==> src/rtl/vga_timing_pkg.sv <==
// Shared 640x480@60 timing defaults, derived totals and the scan-coordinate type.
package vga_timing_pkg;

  typedef logic [9:0] coord_t;

  localparam int unsigned H_VISIBLE_DEF = 640;
  localparam int unsigned H_FP_DEF      = 16;
  localparam int unsigned H_SYNC_DEF    = 96;
  localparam int unsigned H_BP_DEF      = 48;

  localparam int unsigned V_VISIBLE_DEF = 480;
  localparam int unsigned V_FP_DEF      = 10;
  localparam int unsigned V_SYNC_DEF    = 2;
  localparam int unsigned V_BP_DEF      = 33;

  localparam int unsigned PIPE_DELAY_DEF = 2;
  localparam int unsigned PIPE_DELAY_MAX = 4;

  // Total length of a line (pixels) or frame (lines) from its four segments.
  function automatic int unsigned span_total(input int unsigned visible,
                                             input int unsigned fp,
                                             input int unsigned sync_w,
                                             input int unsigned bp);
    return visible + fp + sync_w + bp;
  endfunction

  localparam int unsigned H_TOTAL = span_total(H_VISIBLE_DEF, H_FP_DEF, H_SYNC_DEF, H_BP_DEF);
  localparam int unsigned V_TOTAL = span_total(V_VISIBLE_DEF, V_FP_DEF, V_SYNC_DEF, V_BP_DEF);

endpackage

==> src/rtl/vga_sync_gen_if.sv <==
// Scan position, sync and blanking bundle from the timing generator to renderers and pins.
interface vga_sync_gen_if;
  import vga_timing_pkg::*;

  coord_t DrawX;
  coord_t DrawY;
  logic   hs;
  logic   vs;
  logic   blank;
  logic   sync;
  logic   frame_start;
  logic   hs_d;
  logic   vs_d;
  logic   blank_d;

  modport master (
    output DrawX, DrawY, hs, vs, blank, sync, frame_start, hs_d, vs_d, blank_d
  );

  modport slave (
    input DrawX, DrawY, hs, vs, blank, sync, frame_start, hs_d, vs_d, blank_d
  );

endinterface

==> src/rtl/sync_delay_line.sv <==
// Fixed-depth shift register that realigns sync/blank with the renderer colour pipeline.
module sync_delay_line #(
  parameter int unsigned     WIDTH     = 3,
  parameter int unsigned     DEPTH     = 2,
  parameter logic [WIDTH-1:0] RESET_VAL = '0
) (
  input  logic             clk,
  input  logic             reset,
  input  logic [WIDTH-1:0] din,
  output logic [WIDTH-1:0] dout
);

  if (DEPTH == 0) begin : g_bypass
    logic unused_clk_reset;
    assign unused_clk_reset = clk ^ reset;
    assign dout = din;
  end else begin : g_pipe
    logic [WIDTH-1:0] stage_q [DEPTH];

    // Every stage reloads the idle pattern so the output stays idle for DEPTH cycles
    // after reset release.
    always_ff @(posedge clk) begin
      if (reset) begin
        for (int i = 0; i < int'(DEPTH); i++) begin
          stage_q[i] <= RESET_VAL;
        end
      end else begin
        stage_q[0] <= din;
        for (int i = 1; i < int'(DEPTH); i++) begin
          stage_q[i] <= stage_q[i-1];
        end
      end
    end

    assign dout = stage_q[DEPTH-1];
  end

endmodule

==> src/rtl/vga_sync_gen.sv <==
// Free-running pixel/line counters with registered sync, blank and frame-start decode.
module vga_sync_gen
  import vga_timing_pkg::*;
#(
  parameter int unsigned H_VISIBLE  = H_VISIBLE_DEF,
  parameter int unsigned H_FP       = H_FP_DEF,
  parameter int unsigned H_SYNC     = H_SYNC_DEF,
  parameter int unsigned H_BP       = H_BP_DEF,
  parameter int unsigned V_VISIBLE  = V_VISIBLE_DEF,
  parameter int unsigned V_FP       = V_FP_DEF,
  parameter int unsigned V_SYNC     = V_SYNC_DEF,
  parameter int unsigned V_BP       = V_BP_DEF,
  parameter int unsigned PIPE_DELAY = PIPE_DELAY_DEF
) (
  input  logic           vga_clk,
  input  logic           reset,
  vga_sync_gen_if.master vga
);

  localparam int unsigned HTotal = span_total(H_VISIBLE, H_FP, H_SYNC, H_BP);
  localparam int unsigned VTotal = span_total(V_VISIBLE, V_FP, V_SYNC, V_BP);

  localparam coord_t HLast   = coord_t'(HTotal - 1);
  localparam coord_t VLast   = coord_t'(VTotal - 1);
  localparam coord_t HVisEnd = coord_t'(H_VISIBLE);
  localparam coord_t VVisEnd = coord_t'(V_VISIBLE);
  localparam coord_t HsStart = coord_t'(H_VISIBLE + H_FP);
  localparam coord_t HsEnd   = coord_t'(H_VISIBLE + H_FP + H_SYNC);
  localparam coord_t VsStart = coord_t'(V_VISIBLE + V_FP);
  localparam coord_t VsEnd   = coord_t'(V_VISIBLE + V_FP + V_SYNC);

  localparam logic [2:0] IdleSyncs = 3'b110;  // {hs, vs, blank}

  coord_t x_q, x_d;
  coord_t y_q, y_d;
  logic   hs_q, hs_d;
  logic   vs_q, vs_d;
  logic   blank_q, blank_d;
  logic   frame_start_q, frame_start_d;

  always_comb begin
    x_d = x_q;
    y_d = y_q;
    if (x_q == HLast) begin
      x_d = '0;
      y_d = (y_q == VLast) ? '0 : y_q + coord_t'(1);
    end else begin
      x_d = x_q + coord_t'(1);
    end
  end

  // Decode from the next position so registered flags line up with DrawX/DrawY.
  always_comb begin
    hs_d          = ~((x_d >= HsStart) && (x_d < HsEnd));
    vs_d          = ~((y_d >= VsStart) && (y_d < VsEnd));
    blank_d       = (x_d < HVisEnd) && (y_d < VVisEnd);
    frame_start_d = (x_d == '0) && (y_d == '0);
  end

  // Reset parks the scan on the last pixel of a frame so release lands on (0,0).
  always_ff @(posedge vga_clk) begin
    if (reset) begin
      x_q           <= HLast;
      y_q           <= VLast;
      hs_q          <= IdleSyncs[2];
      vs_q          <= IdleSyncs[1];
      blank_q       <= IdleSyncs[0];
      frame_start_q <= 1'b0;
    end else begin
      x_q           <= x_d;
      y_q           <= y_d;
      hs_q          <= hs_d;
      vs_q          <= vs_d;
      blank_q       <= blank_d;
      frame_start_q <= frame_start_d;
    end
  end

  logic [2:0] pipe_in;
  logic [2:0] pipe_out;

  assign pipe_in = {hs_q, vs_q, blank_q};

  sync_delay_line #(
    .WIDTH     (3),
    .DEPTH     (PIPE_DELAY),
    .RESET_VAL (IdleSyncs)
  ) u_delay (
    .clk   (vga_clk),
    .reset (reset),
    .din   (pipe_in),
    .dout  (pipe_out)
  );

  assign vga.DrawX       = x_q;
  assign vga.DrawY       = y_q;
  assign vga.hs          = hs_q;
  assign vga.vs          = vs_q;
  assign vga.blank       = blank_q;
  assign vga.sync        = 1'b0;
  assign vga.frame_start = frame_start_q;
  assign vga.hs_d        = pipe_out[2];
  assign vga.vs_d        = pipe_out[1];
  assign vga.blank_d     = pipe_out[0];

endmodule

==> src/flat_wrapper.sv <==
// flat-port wrapper written by rule: the top's interface ports become plain ports
module vga_sync_gen_flat import vga_timing_pkg::*;
#(
  parameter int unsigned H_VISIBLE  = H_VISIBLE_DEF,
  parameter int unsigned H_FP       = H_FP_DEF,
  parameter int unsigned H_SYNC     = H_SYNC_DEF,
  parameter int unsigned H_BP       = H_BP_DEF,
  parameter int unsigned V_VISIBLE  = V_VISIBLE_DEF,
  parameter int unsigned V_FP       = V_FP_DEF,
  parameter int unsigned V_SYNC     = V_SYNC_DEF,
  parameter int unsigned V_BP       = V_BP_DEF,
  parameter int unsigned PIPE_DELAY = PIPE_DELAY_DEF
)
  (vga_clk, reset, vga_DrawX, vga_DrawY, vga_hs, vga_vs, vga_blank, vga_sync, vga_frame_start, vga_hs_d, vga_vs_d, vga_blank_d);
  vga_sync_gen_if vga_i ();
  input  logic vga_clk;
  input  logic reset;
  output wire logic [$bits(vga_i.DrawX)-1:0] vga_DrawX;
  output wire logic [$bits(vga_i.DrawY)-1:0] vga_DrawY;
  output wire logic [$bits(vga_i.hs)-1:0] vga_hs;
  output wire logic [$bits(vga_i.vs)-1:0] vga_vs;
  output wire logic [$bits(vga_i.blank)-1:0] vga_blank;
  output wire logic [$bits(vga_i.sync)-1:0] vga_sync;
  output wire logic [$bits(vga_i.frame_start)-1:0] vga_frame_start;
  output wire logic [$bits(vga_i.hs_d)-1:0] vga_hs_d;
  output wire logic [$bits(vga_i.vs_d)-1:0] vga_vs_d;
  output wire logic [$bits(vga_i.blank_d)-1:0] vga_blank_d;
  assign vga_DrawX = vga_i.DrawX;
  assign vga_DrawY = vga_i.DrawY;
  assign vga_hs = vga_i.hs;
  assign vga_vs = vga_i.vs;
  assign vga_blank = vga_i.blank;
  assign vga_sync = vga_i.sync;
  assign vga_frame_start = vga_i.frame_start;
  assign vga_hs_d = vga_i.hs_d;
  assign vga_vs_d = vga_i.vs_d;
  assign vga_blank_d = vga_i.blank_d;
  vga_sync_gen #(.H_VISIBLE(H_VISIBLE), .H_FP(H_FP), .H_SYNC(H_SYNC), .H_BP(H_BP), .V_VISIBLE(V_VISIBLE), .V_FP(V_FP), .V_SYNC(V_SYNC), .V_BP(V_BP), .PIPE_DELAY(PIPE_DELAY)) u_core (.vga_clk(vga_clk), .reset(reset), .vga(vga_i));
endmodule
==> config.mk <==
export PLATFORM = sky130hd
export DESIGN_NAME = vga_sync_gen_flat
export DESIGN_NICKNAME = d
export VERILOG_FILES = /design/src/rtl/vga_timing_pkg.sv /design/src/rtl/vga_sync_gen_if.sv /design/src/rtl/sync_delay_line.sv /design/src/rtl/vga_sync_gen.sv /design/src/flat_wrapper.sv
export SDC_FILE = /design/constraint.sdc
export NUM_CORES = 1
export LEC_CHECK = 0
export ABC_AREA = 1
export BUFFER_PORTS_ARGS = -buffer_cell sky130_fd_sc_hd__buf_2
export CAP_MARGIN = 20
export CORE_MARGIN = 2
export CORE_UTILIZATION = 48
export DETAILED_ROUTE_END_ITERATION = 10
export PLACE_DENSITY_LB_ADDON = 0.1
export SLEW_MARGIN = 5
export SYNTH_ARGS = -nofsm -noshare
export SYNTH_HDL_FRONTEND = slang
export SYNTH_SLANG_ARGS = --single-unit
==> constraint.sdc <==
create_clock -name vga_clk -period 1.72 [get_ports vga_clk]
set_input_delay 0.086 -clock vga_clk [delete_from_list [all_inputs] [get_ports vga_clk]]
set_output_delay 0.086 -clock vga_clk [all_outputs]
set_load 0.03 [all_outputs]
## Word-level counts from Yosys, hierarchy flattened

Memory sizes are Yosys's and may differ from the RTL's.
Index checks and enable logic that the tools add are counted.

| storage, ports and cells | value |
|---|---|
| RAM bits | 6 |
| output and inout bits | 28 |
| word-level logic and storage cells | 35 |
| memories kept | 1 |
| input port bits | 2 |
| register bits | 24 |

Memories:

| memory | words | bits a word | rd ports | clocked after Yosys merged registers in | wr ports | line | RTL |
|---|---|---|---|---|---|---|---|
| u_core.u_delay.g_pipe.stage_q | 2 | 3 | 2 | 0 | 2 | sync_delay_line.sv:18 | `logic [WIDTH-1:0] stage_q [DEPTH];` |

| cells by class | value |
|---|---|
| equality and inequality tests | 2 |
| reductions and logical operators | 6 |
| bitwise operators | 4 |
| multiplexer cells | 8 |
| $add $sub $neg | 2 |
| magnitude comparators | 6 |

Operators by type and width:

| kind | count |
|---|---|
| $mux W10 | 3 |
| $add A10 B1 Y10 const B | 2 |
| $eq A10 B10 Y1 const B | 2 |
| $logic_not A10 Y1 | 2 |
| $lt A10 B10 Y1 const B | 2 |
| $lt A10 B9 Y1 const B | 2 |
| $ge A10 B10 Y1 const B | 1 |
| $ge A10 B9 Y1 const B | 1 |
| $mux W3 | 2 |
| $logic_and A1 B1 Y1 | 4 |
| $mux W1 | 3 |
| $not A1 Y1 | 2 |
| $or A1 B1 Y1 | 2 |

## Logic depth before layout (Yosys ltp)

Gate-level depths: netlist of run 1.

| depth | value |
|---|---|
| depth in word-level cells | 6 |
| gate-level depth with buffers | 14 |
| gate-level depth less buffers | 14 |

## By module

Synthesis of run 1 repeated with hierarchy kept, for this count alone.

| unflattened totals | value |
|---|---|
| cells, all modules | 241 |
| area, all modules | 1640.3 µm² |

Modules (own cells, without submodules):

| module | area each (µm²) | cells an instance | sequential area each (µm²) | instances |
|---|---|---|---|---|
| vga_sync_gen | 1448.9 | 219 | 480.5 | 1 |
| sync_delay_line | 191.4 | 22 | 120.1 | 1 |

## Worst setup path before layout of run 1

OpenSTA, ideal clock, no wires.

| path | value |
|---|---|
| path kind | reg2reg |
| start | register u_core.x_q[0] (netlist: u_core.vga.DrawX[0]) |
| end | register u_core.vs_q (netlist: u_core.vga.vs) |
| data arrival time | 1.806 ns |
| stages on the path, launching flop included | 9 |
| setup time | 0.124 ns |
| path buffers | 0 |
| data required time | 1.596 ns |
| setup slack | -0.210 ns |
| clock period less this slack | 1.930 ns |
| cells stage by stage | dfxtp_1 -> ha_1 -> nand2_4 -> nor2_8 -> nand3_4 -> o21ai_2 -> nand2_1 -> nor3_2 -> nand3b_1 |

| on the way | value |
|---|---|
| word-level cells in the longest chain between the ends | 5 |
| elaborated cells on any way between the ends | 6 |
| classes of those cells | 2 x order compare; 1 x eq/ne; 1 x mux; 1 x bitwise; 1 x reduce/logical |

RTL lines:

| element | line | RTL |
|---|---|---|
| start: declaration | vga_sync_gen.sv:34 | `coord_t x_q, x_d;` |
| start signal: assignment | vga_sync_gen.sv:63 | `x_q <= HLast;` |
| $eq A10 B10 Y1 * | vga_sync_gen.sv:44 | `if (x_q == HLast) begin` |
| $mux W10 * | vga_sync_gen.sv:44 |  |
| $ge A10 B9 Y1 / $lt A10 B9 Y1 (equally long branches) | vga_sync_gen.sv:55 | `vs_d = ~((y_d >= VsStart) && (y_d < VsEnd));` |
| $logic_and A1 B1 Y1 * | vga_sync_gen.sv:55 |  |
| $not A1 Y1 * | vga_sync_gen.sv:55 |  |
| end signal: assignment | vga_sync_gen.sv:66 | `vs_q <= IdleSyncs[1];` |
| end signal: assignment | vga_sync_gen.sv:73 | `vs_q <= vs_d;` |
| end: declaration | vga_sync_gen.sv:37 | `logic vs_q, vs_d;` |

Mark *: on every way between the ends. The rest lies on a longest branch, timed or not.
A chain may end at the register's enable or synchronous reset.

## Worst setup path after layout of run 1

| path | value |
|---|---|
| start | register u_core.y_q[0] (netlist: u_core.vga.DrawY[0]) |
| end | register u_core.vs_q (netlist: u_core.vga.vs) |

| on the way | value |
|---|---|
| word-level cells in the longest chain between the ends | 6 |
| elaborated cells on any way between the ends | 8 |
| classes of those cells | 1 x add/sub; 2 x order compare; 1 x eq/ne; 2 x mux; 1 x bitwise; 1 x reduce/logical |

RTL lines:

| element | line | RTL |
|---|---|---|
| start: declaration | vga_sync_gen.sv:35 | `coord_t y_q, y_d;` |
| start signal: assignment | vga_sync_gen.sv:64 | `y_q <= VLast;` |
| start signal: assignment | vga_sync_gen.sv:71 | `y_q <= y_d;` |
| $add A10 B1 Y10 / $eq A10 B10 Y1 (equally long branches) | vga_sync_gen.sv:46 | `y_d = (y_q == VLast) ? '0 : y_q + coord_t'(1);` |
| $mux W10 | vga_sync_gen.sv:46 |  |
| $mux W10 * | vga_sync_gen.sv:44 |  |
| $ge A10 B9 Y1 / $lt A10 B9 Y1 (equally long branches) | vga_sync_gen.sv:55 |  |
| $logic_and A1 B1 Y1 * | vga_sync_gen.sv:55 |  |
| $not A1 Y1 * | vga_sync_gen.sv:55 |  |

Marks and branches as above.

==> results.toml, run 1 <==
[place]
gp_congestion = 0.8987
place.port_buffers = 28
dp_hpwl_mm = 2.938
dp_slack_ns = -0.03326

[floorplanning]
ios = 30
dieArea_sq_mm = 0.003639
rows = 20
initial_core_util_pct = 50.29
coreArea_sq_mm = 0.003028
die_h_microns = 60.33
die_w_microns = 60.33

[pwr]
powerDensity_mw_per_mm2 = 1788
p_leak_nw = 1.007
p_switching_mw = 1.854
irDropWorstVdd_mv = 1.144
clockPowerShare_pct = 11.7
p_sw_share_pct = 47.53
combPwrFrac_pct = 62.4
p_seq_share_pct = 25.9
internal_power_mw = 2.047

[clock_tree]
insertion_delay_ns = 0.33
clk_path_buf_depth = 2
cts.sinks = 30
h-tree-depth = 2
clk_pin_slew_ns = 0.10
cts_root_buffer = "clkbuf_4"
cts_tree = "yes"
hold_buffers = 0
cts_made_buffers = 5

[sta]
setup_ws_ns = 0.04577
setup_viol = 0
fin_crit_ns = 1.674
finalHoldViolations = 0
hold_ws_ns = 0.1170
rsz0062_at_grt = "yes"
skew_ns = 0.005829
finalCritPeriodShare_pct = 97.34
drv_slew = 0
max_freq_ghz = 0.5973

[worst_setup_path]
r2r-start = "u_core.vga.DrawY[0]$_SDFF_PP0_"
cp-start-kind = "register"
critPathRequiredTime_ns = 1.94
reg2regPathDepth = 9
critPathKind = "register to register"
crit_arrival_ns = 1.90
path_max_fanout = 4
cp-endpoint = "u_core.vga.vs$_SDFF_PP1_"
r2r-end = "u_core.vga.vs$_SDFF_PP1_"
crit_path_start = "u_core.vga.DrawY[0]$_SDFF_PP0_"
reg2reg_slack_ns = 0.05
end_kind = "register"

[synthesis]
synth_cells = 213
seq_area_frac_synth_pct = 39.44
ys_top_cells_by_area = "dfxtp_1 39%, nand2_1 13%, nor2_1 7.6%, inv_1 5.4%, nand3_1 5.3%"
yosysTopAreaCell = "dfxtp_1"
synth_edf_count = 0
syn_area_sq_mm = 0.001523
yosysWarnings = 0
async_reset_ff_share_pct = 0
avgSynthCellArea_sq_um = 7.149
synth_ff_type = "dfxtp_1"
synth_top_area_share_pct = 39.44
synth_seq_cells = 30
ys_types = 31
synthesis.nets = 218

[drt]
routed_wl_mm = 4.079
wl_per_cell_microns = 12.51
via_per_inst = 4.963
remaining_drc_errors = 0
drtAntennaViolNets = 0
drtIter0Drc = 112
dr.pass1.iters = 4
via_count = 1618

[cells_and_area]
n_antenna_cell = 0
final_net_count = 286
drive_gt1_share_pct = 42.91
areaGrowthSynthToFinish_pct = 43.30

[global_route]
grt_pass1_vias = 1393
grt_antenna_before_repair = 0
grt_pass1_wl_mm = 6.203
globalRouteTotalUtil_pct = 23.60
grt_max_degree = 18
grt_overflow = 0

[run_status]
run_status = "finished, final reports clean"

[hold_path]
hp-class = "primary input to register"
worstHoldStart = "reset"

[flow_run]
maxCapViolCount = 0
==> layout make-up <==
class	count	area, sq um
Multi-Input combinational cell	155	923.4
Fill cell	248	845.8
Sequential cell	30	618.1
Timing Repair Buffer	64	422.9
Inverter	25	98.84
Tap cell	44	55.05
Clock buffer	6	51.30
Clock inverter	2	12.51
==> timing repair <==
| action | in CTS | in global routing |
|---|---|---|
| resized for setup | 2 | 27 |
| cloned | 0 | 0 |
| setup buffers | 0 | 4 |
| setup endpoints to repair | 2 | 5 |
| pin swaps | 0 | 13 |
==> state kept, by name (all words and copies together), names as in the netlist <==
register / count
u_core.u_delay.g_pipe.stage_q: 6
u_core.vga.frame_start: 1
u_core.vga.hs: 1
u_core.vga.blank: 1
u_core.vga.DrawX: 10
u_core.vga.DrawY: 10
u_core.vga.vs: 1
==> worst min-delay path by stage <==
| stage | end | cells after the start |
|---|---|---|
| CTS | u_core.vga.DrawY[2]$_SDFF_PP1_ | 3 |
| detailed placement | u_core.u_delay.g_pipe.stage_q[0][4]$_SDFF_PP1_ | 1 |
| global route | u_core.vga.DrawY[2]$_SDFF_PP1_ | 3 |
| global placement | u_core.u_delay.g_pipe.stage_q[0][3]$_SDFF_PP0_ | 2 |
| finish | u_core.vga.DrawX[8]$_SDFF_PP1_ | 3 |
| floorplan | u_core.vga.DrawY[1]$_SDFF_PP0_ | 2 |
==> routing by layer <==
metal  track usage, %  share of wire (%)  up-vias
met5                0                  0        -
met2            36.65                 47       77
met4            12.70                3.4        0
met3            4.545                6.1       11
met1            30.86                 43      720
li1                 -                  -      810
==> layout by cell type (no fill, tap or decap), drive strengths merged <==
cell type and instances:
nor3 3, a31oi 1, nand3b 1, xor2 3
clkbuf 6, nand4 7, ha 3, nor2 35
o21ai 8, a21oi 2, dfxtp 30, nand3 18
conb 1, nand2 61, o21bai 3, or2 6
a31o 1, inv 22, xnor2 1, clkinvlp 1
buf 64, clkinv 4, or3 1
==> worst max-delay path, stage by stage (launching register included) <==
cell and delay, ns:
dfxtp_4 0.38, ha_4 0.15, nand2_2 0.09, nor2_4 0.13, nand2_1 0.09, nor2_2 0.15, nand2_2 0.08, xor2_2 0.19
nor3_2 0.22, nand3b_1 0.09
==> metrics by stage <==
stage	power [mW]	cell area [sq um]	TNS, ns	instances	util, %
2_1_floorplan	2.324	1535	0	213	-
3_3_place_gp	3.147	1968	-0.01408	314	65.00
3_5_place_dp	3.167	1968	-0.03326	314	65.00
4_1_cts	3.631	2042	0	322	67.44
5_1_grt	4.185	2182	-0.1815	326	72.07
6_report	3.901	2182	0	326	72.07
==> logic make-up after synthesis <==
kind of cell               count (synthesis)  synth area share [%]
and+or+nand+nor                          132                 41.83
DFF                                       30                 39.44
buffers and inverters                     28                 7.478
AOI/OAI and AO/OA                         15                 6.245
xor gates and xnor gates                   4                 2.301
adders and majority gates                  3                 2.465
other                                      1                0.2463
==> cells in the mapped netlist (3+ instances only) <==
master and count:
dfxtp_1 30, ha_1 3, inv_1 22, nand2_1 53, nand2_2 6, nand3_1 16, nand4_1 7, nor2_1 31
nor2_2 3, o21ai_0 6, o21bai_1 3, or2_2 6, xor2_1 3
==> power by group through the flow <==
stage	sequential, mW	combinational, mW	clock (mW)
3_3_place_gp	0.987	2.16	0
2_1_floorplan	1.28	1.04	0
3_5_place_dp	0.993	2.17	0
4_1_cts	0.977	2.19	0.462
6_report	1.01	2.44	0.457
5_1_grt	1.03	2.65	0.505
Power figures use the tool's default switching activity.
==> run 2: changes to the inputs <==
--- a/config.mk
+++ b/config.mk
@@ -12,6 +12,7 @@
 export CORE_UTILIZATION = 48
 export DETAILED_ROUTE_END_ITERATION = 10
 export PLACE_DENSITY_LB_ADDON = 0.1
+export REMOVE_ABC_BUFFERS = 1
 export SLEW_MARGIN = 5
 export SYNTH_ARGS = -nofsm -noshare
 export SYNTH_HDL_FRONTEND = slang
==> results.toml, run 2 (same netlist as run 1, synthesis figures left out) <==
[run_status]
run_status = "finished, final reports clean"

[worst_setup_path]
path_max_fanout = 8
crit_path_start = "u_core.vga.DrawX[1]$_SDFF_PP1_"
crit_arrival_ns = 1.97
critPathKind = "register to register"
r2r-start = "u_core.vga.DrawX[1]$_SDFF_PP1_"
end_kind = "register"
critPathRequiredTime_ns = 2.00
reg2regPathDepth = 12
r2r-end = "u_core.vga.frame_start$_SDFF_PP0_"
cp-start-kind = "register"
cp-endpoint = "u_core.vga.frame_start$_SDFF_PP0_"
reg2reg_slack_ns = 0.03

[clock_tree]
cts_root_buffer = "clkbuf_4"
clk_path_buf_depth = 2
h-tree-depth = 2
cts_made_buffers = 5
cts.sinks = 30
cts_tree = "yes"
clk_pin_slew_ns = 0.10
insertion_delay_ns = 0.34

[place]
dp_hpwl_mm = 2.840
place.port_buffers = 28
dp.cells = 312
gp_congestion = 0.9117
dp_slack_ns = -0.07448

[global_route]
grt_pass1_vias = 1410
grt_max_degree = 18
globalRouteTotalUtil_pct = 24.02
grt_pass1_wl_mm = 6.237
grt_overflow = 0
grt_antenna_before_repair = 0

[pwr]
p_seq_share_pct = 24.3
p_leak_nw = 1.041
p_sw_share_pct = 44.94
clockPowerShare_pct = 18.1
powerDensity_mw_per_mm2 = 1858
combPwrFrac_pct = 57.6
irDropWorstVdd_mv = 1.538
p_switching_mw = 1.878
internal_power_mw = 2.301

[floorplanning]
die_h_microns = 60.33
die_w_microns = 60.33
rows = 20
dieArea_sq_mm = 0.003639
ios = 30
coreArea_sq_mm = 0.003028
initial_core_util_pct = 50.29

[cells_and_area]
drive_gt1_share_pct = 45.58
final_net_count = 287
layout.cells.non_filler = 327
regArea_sq_um = 616.8
multi_input_area_sq_um = 935.9
n_antenna_cell = 0
n_fill_cell = 225
final_common_cell = "nand2_1"
final_cell_mix = "45 x nand2_1, 34 x buf_4, 28 x nor2_1, 28 x buf_2, 21 x dfxtp_1"
areaGrowthSynthToFinish_pct = 47.74

[drt]
wl_met2_mm = 2.172
drtIter0Drc = 61
remaining_drc_errors = 0
dr.pass1.iters = 4
wl_per_cell_microns = 13.24
via_count = 1657
routed_wl_mm = 4.331
drtAntennaViolNets = 0
via_per_inst = 5.067
m1WireLength_mm = 1.796
wl_met3_microns = 238
highest_layer = "met4"

[sta]
hold_ws_ns = 0.1506
skew_ns = 0.005492
fin_crit_ns = 1.686
finalCritPeriodShare_pct = 98.02
rsz0062_at_grt = "yes"
drv_slew = 0
setup_viol = 0
setup_ws_ns = 0.03409
finalHoldViolations = 0
max_freq_ghz = 0.5932

[flow_run]
maxCapViolCount = 0

[hold_path]
hp-class = "primary input to register"
## run 2: cell types whose count changed in the layout (fill, tap and decap cells not counted), moves of 3 or more
cell / delta
nand2_2: +3
buf_6: +3
nor2_1: +4
dfxtp_2: +5
nand2_1: -4
dfxtp_1: -3
nor2_2: -4
## run 2: what timing repair did
item | 4_1_cts | 5_1_grt
hold buffers | 0 | 0
resized for setup | 7 | 39
pin swaps | 2 | 21
buffers inserted | 1 | 6
setup endpoints to repair | 3 | 5
## run 2: critical path: stages (launching register included)
cell     delay, ns
dfxtp_2       0.37
ha_4          0.16
nand2_4       0.07
nor2_8        0.10
nand3_4       0.17
nand2_2       0.14
o21ai_4       0.08
buf_6         0.12
nor2_4        0.07
nand2_2       0.05
nor2_2        0.10
nand3_1       0.08
nor2_1        0.12
## run 2: worst min path at each step
stage	startpoint	endpoint	slack, ns	depth (start not counted)
2_1_floorplan	reset	u_core.vga.DrawY[0]$_SDFF_PP0_	0.16	1
3_3_place_gp	u_core.u_delay.g_pipe.stage_q[0][1]$_SDFF_PP1_	u_core.u_delay.g_pipe.stage_q[0][4]$_SDFF_PP1_	0.39	1
3_5_place_dp	u_core.u_delay.g_pipe.stage_q[0][2]$_SDFF_PP1_	u_core.u_delay.g_pipe.stage_q[0][5]$_SDFF_PP1_	0.39	1
4_1_cts	reset	u_core.vga.DrawY[1]$_SDFF_PP0_	0.14	3
5_1_grt	reset	u_core.vga.DrawY[4]$_SDFF_PP0_	0.16	3
6_report	reset	u_core.u_delay.g_pipe.stage_q[0][3]$_SDFF_PP0_	0.15	3
## run 2: power by group through the flow
stage	logic, mW	clock network (mW)	registers, mW
global placement	2.08	0	0.979
floorplan	1.04	0	1.27
finish	2.41	0.756	1.02
global route	2.60	0.787	1.04
detailed placement	2.09	0	0.984
CTS	2.15	0.766	0.978
## run 2: per-stage QoR
stage               power [mW]  instance area (sq um)  util (%)  setup TNS [ns]
floorplan                2.302                   1508         -         -0.6593
global placement         3.055                   1928     63.68        -0.07846
detailed placement       3.069                   1928     63.68        -0.07787
CTS                      3.894                   2074     68.51               0
global route             4.430                   2250     74.30         -0.1599
finish                   4.180                   2250     74.30               0
## run 2: layer usage
layer  vias up  GRT usage (%)
met4         0          10.16
li1        808              -
met5         -              0
met3        14          6.061
met1       770          29.48
met2        65          39.91
## run 2: area by class of cell
| cell class | count | share of cell area, % |
|---|---|---|
| clock buffers | 6 | 2.280 |
| clock inverters | 2 | 2.670 |
| inverters | 25 | 4.505 |
| multi-input cells | 155 | 41.60 |
| flip-flops and latches | 30 | 27.42 |
| well taps | 44 | 2.447 |
| repair buffers | 65 | 19.08 |
==> run 3: changes to the inputs <==
--- a/config.mk
+++ b/config.mk
@@ -12,6 +12,7 @@
 export CORE_UTILIZATION = 48
 export DETAILED_ROUTE_END_ITERATION = 10
 export PLACE_DENSITY_LB_ADDON = 0.1
+export RECOVER_POWER = 25
 export REMOVE_ABC_BUFFERS = 1
 export SLEW_MARGIN = 5
 export SYNTH_ARGS = -nofsm -noshare
==> results.toml, run 3 (same netlist as run 1, synthesis figures left out) <==
[cells_and_area]
drive_gt1_share_pct = 43.46
n_antenna_cell = 0
final_core_util_pct = 74.05
final_common_cell = "nand2_1"
final_cell_mix = "45 x nand2_1, 34 x buf_4, 28 x nor2_1"
final_net_count = 287
areaGrowthSynthToFinish_pct = 47.25
n_fill_cell = 229

[sta]
rsz0062_at_grt = "yes"
finalCritPeriodShare_pct = 98.02
setup_ws_ns = 0.03409
skew_ns = 0.005492
max_freq_ghz = 0.5932
drv_slew = 0
finalHoldViolations = 0
fin_crit_ns = 1.686
setup_viol = 0
tns_ns = 0

[global_route]
grt_antenna_before_repair = 0
grt_pass1_wl_mm = 6.237
grt_max_degree = 18
globalRouteTotalUtil_pct = 24.02
grt_pass1_vias = 1410
grt_overflow = 0

[worst_setup_path]
critPathKind = "register to register"
reg2regPathDepth = 12
crit_path_start = "u_core.vga.DrawX[1]$_SDFF_PP1_"
end_kind = "register"
slowest_delay_ns = 0.37
path_cells = "ha_4 -> nand2_4 -> nor2_8 -> nand3_4 -> nand2_2 -> o21ai_4 -> buf_6 -> nor2_4 -> nand2_2 -> nor2_2 -> nand3_1 -> nor2_1"
slowest_stage = "dfxtp_2"
crit_arrival_ns = 1.97
reg2reg_slack_ns = 0.03
path_max_fanout = 8
cp-start-kind = "register"
cp_top_family = "simple AND/OR/NAND/NOR gates"
cp-endpoint = "u_core.vga.frame_start$_SDFF_PP0_"
crit_top_cell = "nand2_2"
critPathRequiredTime_ns = 2.00
r2r-start = "u_core.vga.DrawX[1]$_SDFF_PP1_"
critical_path_buf_inv_count = 1
r2r-end = "u_core.vga.frame_start$_SDFF_PP0_"
cp.depth = 12

[place]
dp_hpwl_mm = 2.840
dp_slack_ns = -0.07448
gp_congestion = 0.9117
place.port_buffers = 28

[clock_tree]
insertion_delay_ns = 0.34
cts_tree = "yes"
cts.sinks = 30
h-tree-depth = 2
hold_buffers = 0
clk_path_buf_depth = 2
cts_made_buffers = 5
cts_root_buffer = "clkbuf_4"
clk_pin_slew_ns = 0.10

[floorplanning]
initial_core_util_pct = 50.29
dieArea_sq_mm = 0.003639
ios = 30
coreArea_sq_mm = 0.003028
die_w_microns = 60.33
die_h_microns = 60.33
rows = 20

[drt]
wl_per_cell_microns = 13.27
via_per_inst = 5.061
routed_wl_mm = 4.338
dr.pass1.iters = 4
via_count = 1655
drtAntennaViolNets = 0
remaining_drc_errors = 0
drtIter0Drc = 61

[flow_run]
maxCapViolCount = 0

[pwr]
powerDensity_mw_per_mm2 = 1863
irDropWorstVdd_mv = 1.538
p_leak_nw = 1.025

[run_status]
run_status = "finished, final reports clean"

[hold_path]
hp-class = "primary input to register"
## run 3: cell count changes in the layout (fill, tap and decap cells not counted)
cell	before	now
buf_2	28	22
clkbuf_1	0	6
## run 3: routing by layer
| layer | part of all wire (%) | track usage, % | vias to the layer above | wire length [microns] |
|---|---|---|---|---|
| li1 | - | - | 808 | - |
| met1 | 41 | 29.48 | 768 | 1800 |
| met2 | 50 | 39.91 | 65 | 2175 |
| met3 | 5.5 | 6.061 | 14 | 239 |
| met4 | 2.8 | 10.16 | 0 | 123 |
| met5 | 0 | 0 | - | 0 |
## run 3: layout make-up
type / count / area, sq um / area share, %
multi-input combinational: 155 / 935.9 / 41.74
sequential: 30 / 616.8 / 27.51
timing repair buffer: 65 / 421.7 / 18.81
inverter: 25 / 101.3 / 4.520
clock inverter: 2 / 60.06 / 2.679
tap: 44 / 55.05 / 2.455
clock buffer: 6 / 51.30 / 2.288
## run 3: through the flow
step | hold slack (ns) | instances | cell area, sq um | power, mW
finish | 0.1506 | 327 | 2242 | 4.177
global route | 0.1581 | 327 | 2242 | 4.427
CTS | 0.1406 | 321 | 2074 | 3.894
detailed placement | 0.3937 | 312 | 1928 | 3.069
global placement | 0.3909 | 312 | 1928 | 3.055
floorplan | 0.1551 | 210 | 1508 | 2.302
## run 3: repair_timing
action,in CTS,in global routing
pin swaps,2,21
setup buffers,1,6
endpoints found under the setup margin,3,5
resized for setup,7,39
## run 3: power breakdown
group | switching (mW) | internal [mW]
Clock | 0.264 | 0.492
Sequential | 0.157 | 0.860
Combinational | 1.46 | 0.946
Total | 1.88 | 2.30
## run 3: how the worst min path moves through the flow
| stage | start | slack (ns) | end | cells after the start |
|---|---|---|---|---|
| 5_1_grt | reset | 0.16 | u_core.vga.DrawY[4]$_SDFF_PP0_ | 3 |
| 2_1_floorplan | reset | 0.16 | u_core.vga.DrawY[0]$_SDFF_PP0_ | 1 |
| 3_3_place_gp | u_core.u_delay.g_pipe.stage_q[0][1]$_SDFF_PP1_ | 0.39 | u_core.u_delay.g_pipe.stage_q[0][4]$_SDFF_PP1_ | 1 |
| 4_1_cts | reset | 0.14 | u_core.vga.DrawY[1]$_SDFF_PP0_ | 3 |
| 6_report | reset | 0.15 | u_core.u_delay.g_pipe.stage_q[0][3]$_SDFF_PP0_ | 3 |
| 3_5_place_dp | u_core.u_delay.g_pipe.stage_q[0][2]$_SDFF_PP1_ | 0.39 | u_core.u_delay.g_pipe.stage_q[0][5]$_SDFF_PP1_ | 1 |
## run 3: worst register-to-register path: stages (launching register included)
cell,delay [ns]
dfxtp_2,0.37
ha_4,0.16
nand2_4,0.07
nor2_8,0.10
nand3_4,0.17
nand2_2,0.14
o21ai_4,0.08
buf_6,0.12
nor2_4,0.07
nand2_2,0.05
nor2_2,0.10
nand3_1,0.08
nor2_1,0.12
